==> src/rtl/regfile_mp.sv <==
// Parametrised multi-read-port register file with hardwired-zero entry,
// same-cycle write bypass and a one-entry-per-clock clearing sweep.
module regfile_mp #(
    parameter int WIDTH    = 32,
    parameter int ADDR_W   = 5,
    parameter int NRD      = 2,
    parameter int HAS_ZERO = 1,
    parameter int ZERO_IDX = 0
) (
    input  logic                    Clk,
    input  logic                    Reset,
    input  logic [NRD*ADDR_W-1:0]   RA,
    output logic [NRD*WIDTH-1:0]    Bus,
    input  logic [ADDR_W-1:0]       RW,
    input  logic [WIDTH-1:0]        BusW,
    input  logic                    RegWr,
    input  logic                    Clear,
    output logic                    Ready
);

    localparam int                DEPTH = 2 ** ADDR_W;
    localparam logic [ADDR_W-1:0] ZADDR = ADDR_W'(ZERO_IDX);
    localparam logic [ADDR_W:0]   LAST  = (ADDR_W + 1)'(DEPTH - 1);
    localparam logic [ADDR_W:0]   ONE   = (ADDR_W + 1)'(1);

    typedef enum logic {
        SWEEP = 1'b0,
        IDLE  = 1'b1
    } state_t;

    state_t            r_state;
    state_t            w_state_n;
    logic [ADDR_W:0]   r_idx;
    logic [ADDR_W:0]   w_idx_n;
    logic [WIDTH-1:0]  r_mem [DEPTH];
    logic              w_writable;
    logic              w_wr_en;

    assign w_writable = RegWr && ((HAS_ZERO == 0) || (RW != ZADDR));
    assign Ready      = (r_state == IDLE);
    // A Clear arriving in IDLE wins over a simultaneous write.
    assign w_wr_en    = Ready && !Clear && w_writable;

    always_ff @(posedge Clk or posedge Reset) begin
        if (Reset) begin
            r_state <= SWEEP;
            r_idx   <= '0;
        end else begin
            r_state <= w_state_n;
            r_idx   <= w_idx_n;
        end
    end

    always_comb begin
        w_state_n = r_state;
        w_idx_n   = r_idx;
        case (r_state)
            SWEEP: begin
                if (Clear) begin
                    w_idx_n = '0;
                end else begin
                    w_idx_n = r_idx + ONE;
                    if (r_idx == LAST) begin
                        w_state_n = IDLE;
                    end
                end
            end
            IDLE: begin
                if (Clear) begin
                    w_state_n = SWEEP;
                    w_idx_n   = '0;
                end
            end
            default: begin
                w_state_n = SWEEP;
                w_idx_n   = '0;
            end
        endcase
    end

    // The array has no reset; the sweep is what zeros it.
    always_ff @(posedge Clk) begin
        if (!Ready) begin
            r_mem[r_idx[ADDR_W-1:0]] <= '0;
        end else if (w_wr_en) begin
            r_mem[RW] <= BusW;
        end
    end

    always_comb begin
        Bus = '0;
        for (int k = 0; k < NRD; k++) begin
            if (!Ready) begin
                Bus[k*WIDTH +: WIDTH] = '0;
            end else if ((HAS_ZERO != 0) && (RA[k*ADDR_W +: ADDR_W] == ZADDR)) begin
                Bus[k*WIDTH +: WIDTH] = '0;
            end else if (w_writable && (RW == RA[k*ADDR_W +: ADDR_W])) begin
                Bus[k*WIDTH +: WIDTH] = BusW;
            end else begin
                Bus[k*WIDTH +: WIDTH] = r_mem[RA[k*ADDR_W +: ADDR_W]];
            end
        end
    end

endmodule

==> config.mk <==
export PLATFORM = sky130hd
export DESIGN_NAME = regfile_mp
export DESIGN_NICKNAME = d
export VERILOG_FILES = /design/src/rtl/regfile_mp.sv
export SDC_FILE = /design/constraint.sdc
export NUM_CORES = 1
export LEC_CHECK = 0
export BUFFER_PORTS_ARGS = -buffer_cell sky130_fd_sc_hd__buf_4
export CAP_MARGIN = 25
export CORE_MARGIN = 5
export CORE_UTILIZATION = 60
export DETAILED_ROUTE_END_ITERATION = 10
export PLACE_DENSITY = 0.76
export SYNTH_ARGS = -nofsm -noshare
export SYNTH_HDL_FRONTEND = slang
export SYNTH_SLANG_ARGS = --single-unit
==> constraint.sdc <==
create_clock -name Clk -period 8.8 [get_ports Clk]
set_input_delay 2.64 -clock Clk [delete_from_list [all_inputs] [get_ports Clk]]
set_output_delay 2.64 -clock Clk [all_outputs]
set_load 0.02 [all_outputs]
# Yosys cells after proc, flatten, opt, wreduce, memory -nomap -nowiden
# Memory sizes are Yosys's and may differ from the RTL's.
# Index checks and enable logic that the tools add are counted.
# totals
memories	1
wordCells	39
in_bits	51
output_inout_bits	65
ff_bits	7
ramBits	1024
# classes
n_mux	20
reduce_logical	10
bitwise_logic	1
add_sub_neg	1
n_eq_ne	4
# mem_list
name	words	word_bits	read_ports	rd_ports_with_merged_regs	wr	line_no	source
r_mem	32	32	2	0	1	35	logic [WIDTH-1:0] r_mem [DEPTH];
# op_table
cell	n
32-bit 2-to-1 mux	7
32-bit OR reduction	1
6-bit 2-to-1 mux	2
6-bit case mux with 2 select lines	1
5-bit == test	2
5-bit zero test	2
1-bit 2-to-1 mux	8
6-bit by 1-bit adder with 6-bit output (second input constant)	1
6-bit by 5-bit == test with 1-bit output (second input constant)	1
1-bit logical AND	5
5-bit 2-to-1 mux	1
5-bit nonzero test	1
2-bit inequality test (second input constant)	1
1-bit case mux with 2 select lines	1
1-bit zero test	1
1-bit inverter	1

# Logic depth before layout (Yosys ltp)
# logic_depth
ltp_word	8
mapped_depth	8

# Least setup slack after synthesis
# No wires, ideal clock.
# synth_path
kind	input port to output port
start	input port RA[5]
end	output port Bus[32]
setup_slack_ns	1.713
n_path_buf	3
cell_stages	7
t_arrival_ns	4.447
cell_sequence	buf_2 -> buf_2 -> buf_2 -> mux4_2 -> mux2i_1 -> a21oi_1 -> a221o_1
# synth_via
elab_chain_len	5
word_cells_on_any_way	7
# synth_rtl
item	line_no	source
start, declared	12	input logic [NRD*ADDR_W-1:0] RA,
branches (longest 3 deep; another with memory read 32 x 32 bit)	--	
32-bit 2-to-1 mux *	95	end else if ((HAS_ZERO != 0) && (RA[k*ADDR_W +: ADDR_W] == ZADDR)) begin
32-bit 2-to-1 mux *	93	if (!Ready) begin
end, declared	13	output logic [NRD*WIDTH-1:0] Bus,
# Every way passes the cells marked *.

# Final worst setup path
# layout_path
start	input port RW[4]
end	output port Bus[24]
# layout_via
elab_chain_len	6
word_cells_on_any_way	7
# layout_rtl
item	line_no	source
start, declared	14	input logic [ADDR_W-1:0] RW,
5-bit nonzero test	39	assign w_writable = RegWr && ((HAS_ZERO == 0) || (RW != ZADDR));
1-bit logical AND	39	
1-bit logical AND *	97	end else if (w_writable && (RW == RA[k*ADDR_W +: ADDR_W])) begin
32-bit 2-to-1 mux *	97	
32-bit 2-to-1 mux *	95	
32-bit 2-to-1 mux *	93	
# Every way passes the cells marked *; elsewhere a longest branch is shown, timed or not.

==> results.py <==
metrics = {
    "floorplan": {
        "dieHeight_um": 294,
        "io_pins": 116,
        "fp.dieW_um": 294,
        "row_count": 104,
        "coreArea_mm2": 0.0802,
        "dieArea_mm2": 0.0863,
        "initial_utilization_pct": 60.2,
    },
    "sta": {
        "slew_headroom_pct": 28.5,
        "rsz0062_at_grt": "no",
        "fmax_mhz": 125,
        "tns_ps": 0,
        "skew_ps": 15.5,
        "period_share_pct": 91.2,
        "worst_slack_ps": 776,
        "fin_crit_ps": 8020,
        "final_hold_viol_count": 0,
        "setup_viol": 0,
        "tightest_slew_ps": 1070,
        "slew_violations": 0,
    },
    "power": {
        "seqPwrFrac_pct": 51.0,
        "power_density_mw_per_mm2": 195,
        "power_mw": 10.6,
        "p_int_mw": 8.28,
        "switching_share_pct": 22.0,
        "power_leakage_nw": 18.8,
        "ir_drop_mv": 0.218,
        "p_switching_mw": 2.33,
        "power_frac_clock_pct": 42.2,
        "pwr-share-comb_pct": 6.9,
    },
    "clock_tree": {
        "cts_tree": "done",
        "cts.path.max_buffers": 3,
        "post_cts_buffers": 0,
        "htree_num_levels": 3,
        "cts_buffers": 103,
        "root_buffer": "clkbuf_16",
        "clk_latency_ps": 660,
        "cts.repair.resized": 0,
        "cts.sinks": 1031,
        "ctsHoldBuffers": 0,
        "clk_pin_slew_ps": 60,
    },
    "placement": {
        "place.gp.congestion": 0.858,
        "post-dp-hpwl_um": 81800,
        "dpl.cell_count": 3503,
        "post-place-ws_ps": 788,
        "numPortBuffers": 115,
    },
    "critical_path": {
        "cp.required_ps": 6160,
        "crit_buf_inv": 3,
        "cp.arrival_ps": 5380,
        "worst-path-max-fanout": 20,
        "cp_top_family": "simple AND/OR/NAND/NOR gates",
        "worst_path_largest_cell_delay_ps": 780,
        "cp-start-kind": "input port",
        "crit_top_cell": "buf_4",
        "crit_path_top_delay_cell": "nor2_4",
        "crit_type": "input port to output port",
        "cp_cell_sequence": "buf_4 -> nor3_2 -> a21o_1 -> nor3_1 -> nor2_4 -> buf_4 -> a221o_1 -> buf_4",
        "end_kind": "output port",
    },
    "route": {
        "wl_per_cell_um": 38.5,
        "first_pass_iters": 5,
        "ant_nets": 0,
        "vias": 28900,
        "via_per_inst": 7.80,
        "drcViolationCount": 0,
        "postRouteWirelength_um": 143000,
        "dr.first_iter.drc_count": 4282,
    },
    "synthesis": {
        "yosysTopAreaCellShare_pct": 63.7,
        "yosysTopAreaCell": "edfxtp_1",
        "synth_cells": 2450,
        "ys.flop_type": "edfxtp_1",
        "seq_area_frac_synth_pct": 64.0,
        "yosysWarnings": 0,
        "ys_ff_latch": 1031,
        "synth-async-reset-ratio_pct": 0.679,
        "synth_cell_types": 44,
        "synthesis.area_mm2": 0.0483,
        "synth_edf_count": 1024,
        "ys_top_cells_by_area": "edfxtp_1 (64%), mux4_2 (24%), a211oi_1 (1.5%), mux2i_1 (1.5%), a221o_1 (1.3%)",
        "synth_nets": 2502,
        "avgSynthCellArea_um2": 19.7,
    },
    "cells_and_area": {
        "diodes": 0,
        "synthToLayoutAreaGrowth_pct": 12.7,
        "layout_commonest_cell": "edfxtp_1",
        "n_fill_cell": 4995,
        "layout_common_cells": "edfxtp_1 (1024), mux4_2 (512), buf_4 (178), clkbuf_16 (108), a211oi_1 (99)",
        "drive_gt1_share_pct": 35.6,
        "num-nets-final": 2612,
        "stdcell_count": 3706,
    },
    "global_route": {
        "grt_pass1_vias": 29300,
        "grt_overflow": 0,
        "grt_max_degree": 86,
        "grt_use_total_pct": 33.0,
        "grt_pass1_wl_um": 205000,
        "antenna_found_initial": 0,
    },
    "status": {
        "status": "completed",
    },
    "hold_path": {
        "hold_class": "flop to flop",
    },
    "flow_run": {
        "drv_cap": 0,
    },
}
-- final timing paths --
| kind | from | end | slack [ps] | depth (start not counted) |
|---|---|---|---|---|
| min in group asynchronous | Reset | r_idx[3] | 1910 | 2 |
| hold / removal | r_idx[5] | r_idx[5] | 590 | 2 |
| max in group asynchronous | Reset | r_idx[4] | 6670 | 2 |
| hold reg to reg | r_idx[5] | r_idx[5] | 590 | 2 |
| setup reg to reg | Ready | r_mem[11][14] | 4100 | 7 |
| setup / recovery | RW[4] | Bus[24] | 780 | 8 |
-- sequential cells by signal, summed over array words and instances (netlist names) --
| register | cells |
|---|---|
| r_mem | 1024 |
| Ready | 1 |
| r_idx | 6 |
-- worst reg2reg max path, delay by kind of cell, from the launching register on --
| kind | cells | cell delay (ps) |
|---|---|---|
| AOI/OAI and AO/OA | 1 | 840 |
| muxes | 1 | 330 |
| DFF | 1 | 730 |
| buffers and inverters | 2 | 1100 |
| and+or+nand+nor | 3 | 1350 |
-- per-layer routing --
metal / track usage (%) / wire (µm)
met1: 44.5 / 48200
met3: 8.75 / 18800
met5: 0 / 0
met4: 15.9 / 8200
met2: 51.3 / 67400
-- through the flow --
stage / hold WS, ps / util (%) / instance area, µm²
floorplan: 524 / - / 48300
global placement: 540 / 63.3 / 50700
global route: 626 / 67.9 / 54400
CTS: 582 / 67.6 / 54200
detailed placement: 574 / 63.3 / 50700
finish: 588 / 67.9 / 54400
-- final cells by class --
type / count / area (µm²) / area share [%]
Inverter: 5 / 18.8 / 0.0345
Sequential cell: 1031 / 30900 / 56.8
Tap cell: 1060 / 1330 / 2.44
Clock buffer: 117 / 2670 / 4.91
Timing Repair Buffer: 215 / 2060 / 3.79
Multi-Input combinational cell: 1204 / 16700 / 30.6
Clock inverter: 74 / 753 / 1.38
-- power groups by stage --
stage	Clock (mW)	Sequential (mW)	Combinational (mW)
2_1_floorplan	0	5.50	0.481
6_report	4.47	5.40	0.728
4_1_cts	4.49	5.40	0.720
3_3_place_gp	0	5.50	0.709
3_5_place_dp	0	5.51	0.716
5_1_grt	4.72	5.40	0.757
-- cell usage after synthesis, types with 3 or more instances --
| master | n |
|---|---|
| xnor2_1 | 11 |
| mux2i_1 | 71 |
| dfrtp_1 | 7 |
| a21oi_1 | 37 |
| nor2_1 | 41 |
| edfxtp_1 | 1024 |
| buf_6 | 12 |
| buf_2 | 77 |
| a221o_1 | 64 |
| o22ai_1 | 63 |
| nand2b_1 | 9 |
| buf_4 | 8 |
| and2_1 | 34 |
| mux2_2 | 4 |
| buf_1 | 24 |
| nor4b_1 | 3 |
| nor2b_1 | 69 |
| nor3_1 | 39 |
| mux4_2 | 512 |
| a211oi_1 | 99 |
| nand2_1 | 51 |
| o21ai_0 | 9 |
| or2_2 | 3 |
| a22oi_1 | 60 |
| inv_1 | 5 |
| nand3_1 | 3 |
| clkbuf_1 | 89 |
-- cells by family (layout without fill, tap and decap cells) --
| kind of cell | after synthesis | count (layout) | synth area share, % |
|---|---|---|---|
| and+or+nand+nor | 263 | 263 | 2.88 |
| adders and majority gates | 1 | 1 | 0.0259 |
| DFF | 1031 | 1031 | 64.0 |
| AOI/OAI and AO/OA | 340 | 340 | 5.26 |
| xor gates and xnor gates | 13 | 13 | 0.236 |
| buffers and inverters | 215 | 411 | 2.12 |
| muxes | 587 | 587 | 25.4 |
Power figures use the tool's default switching activity.
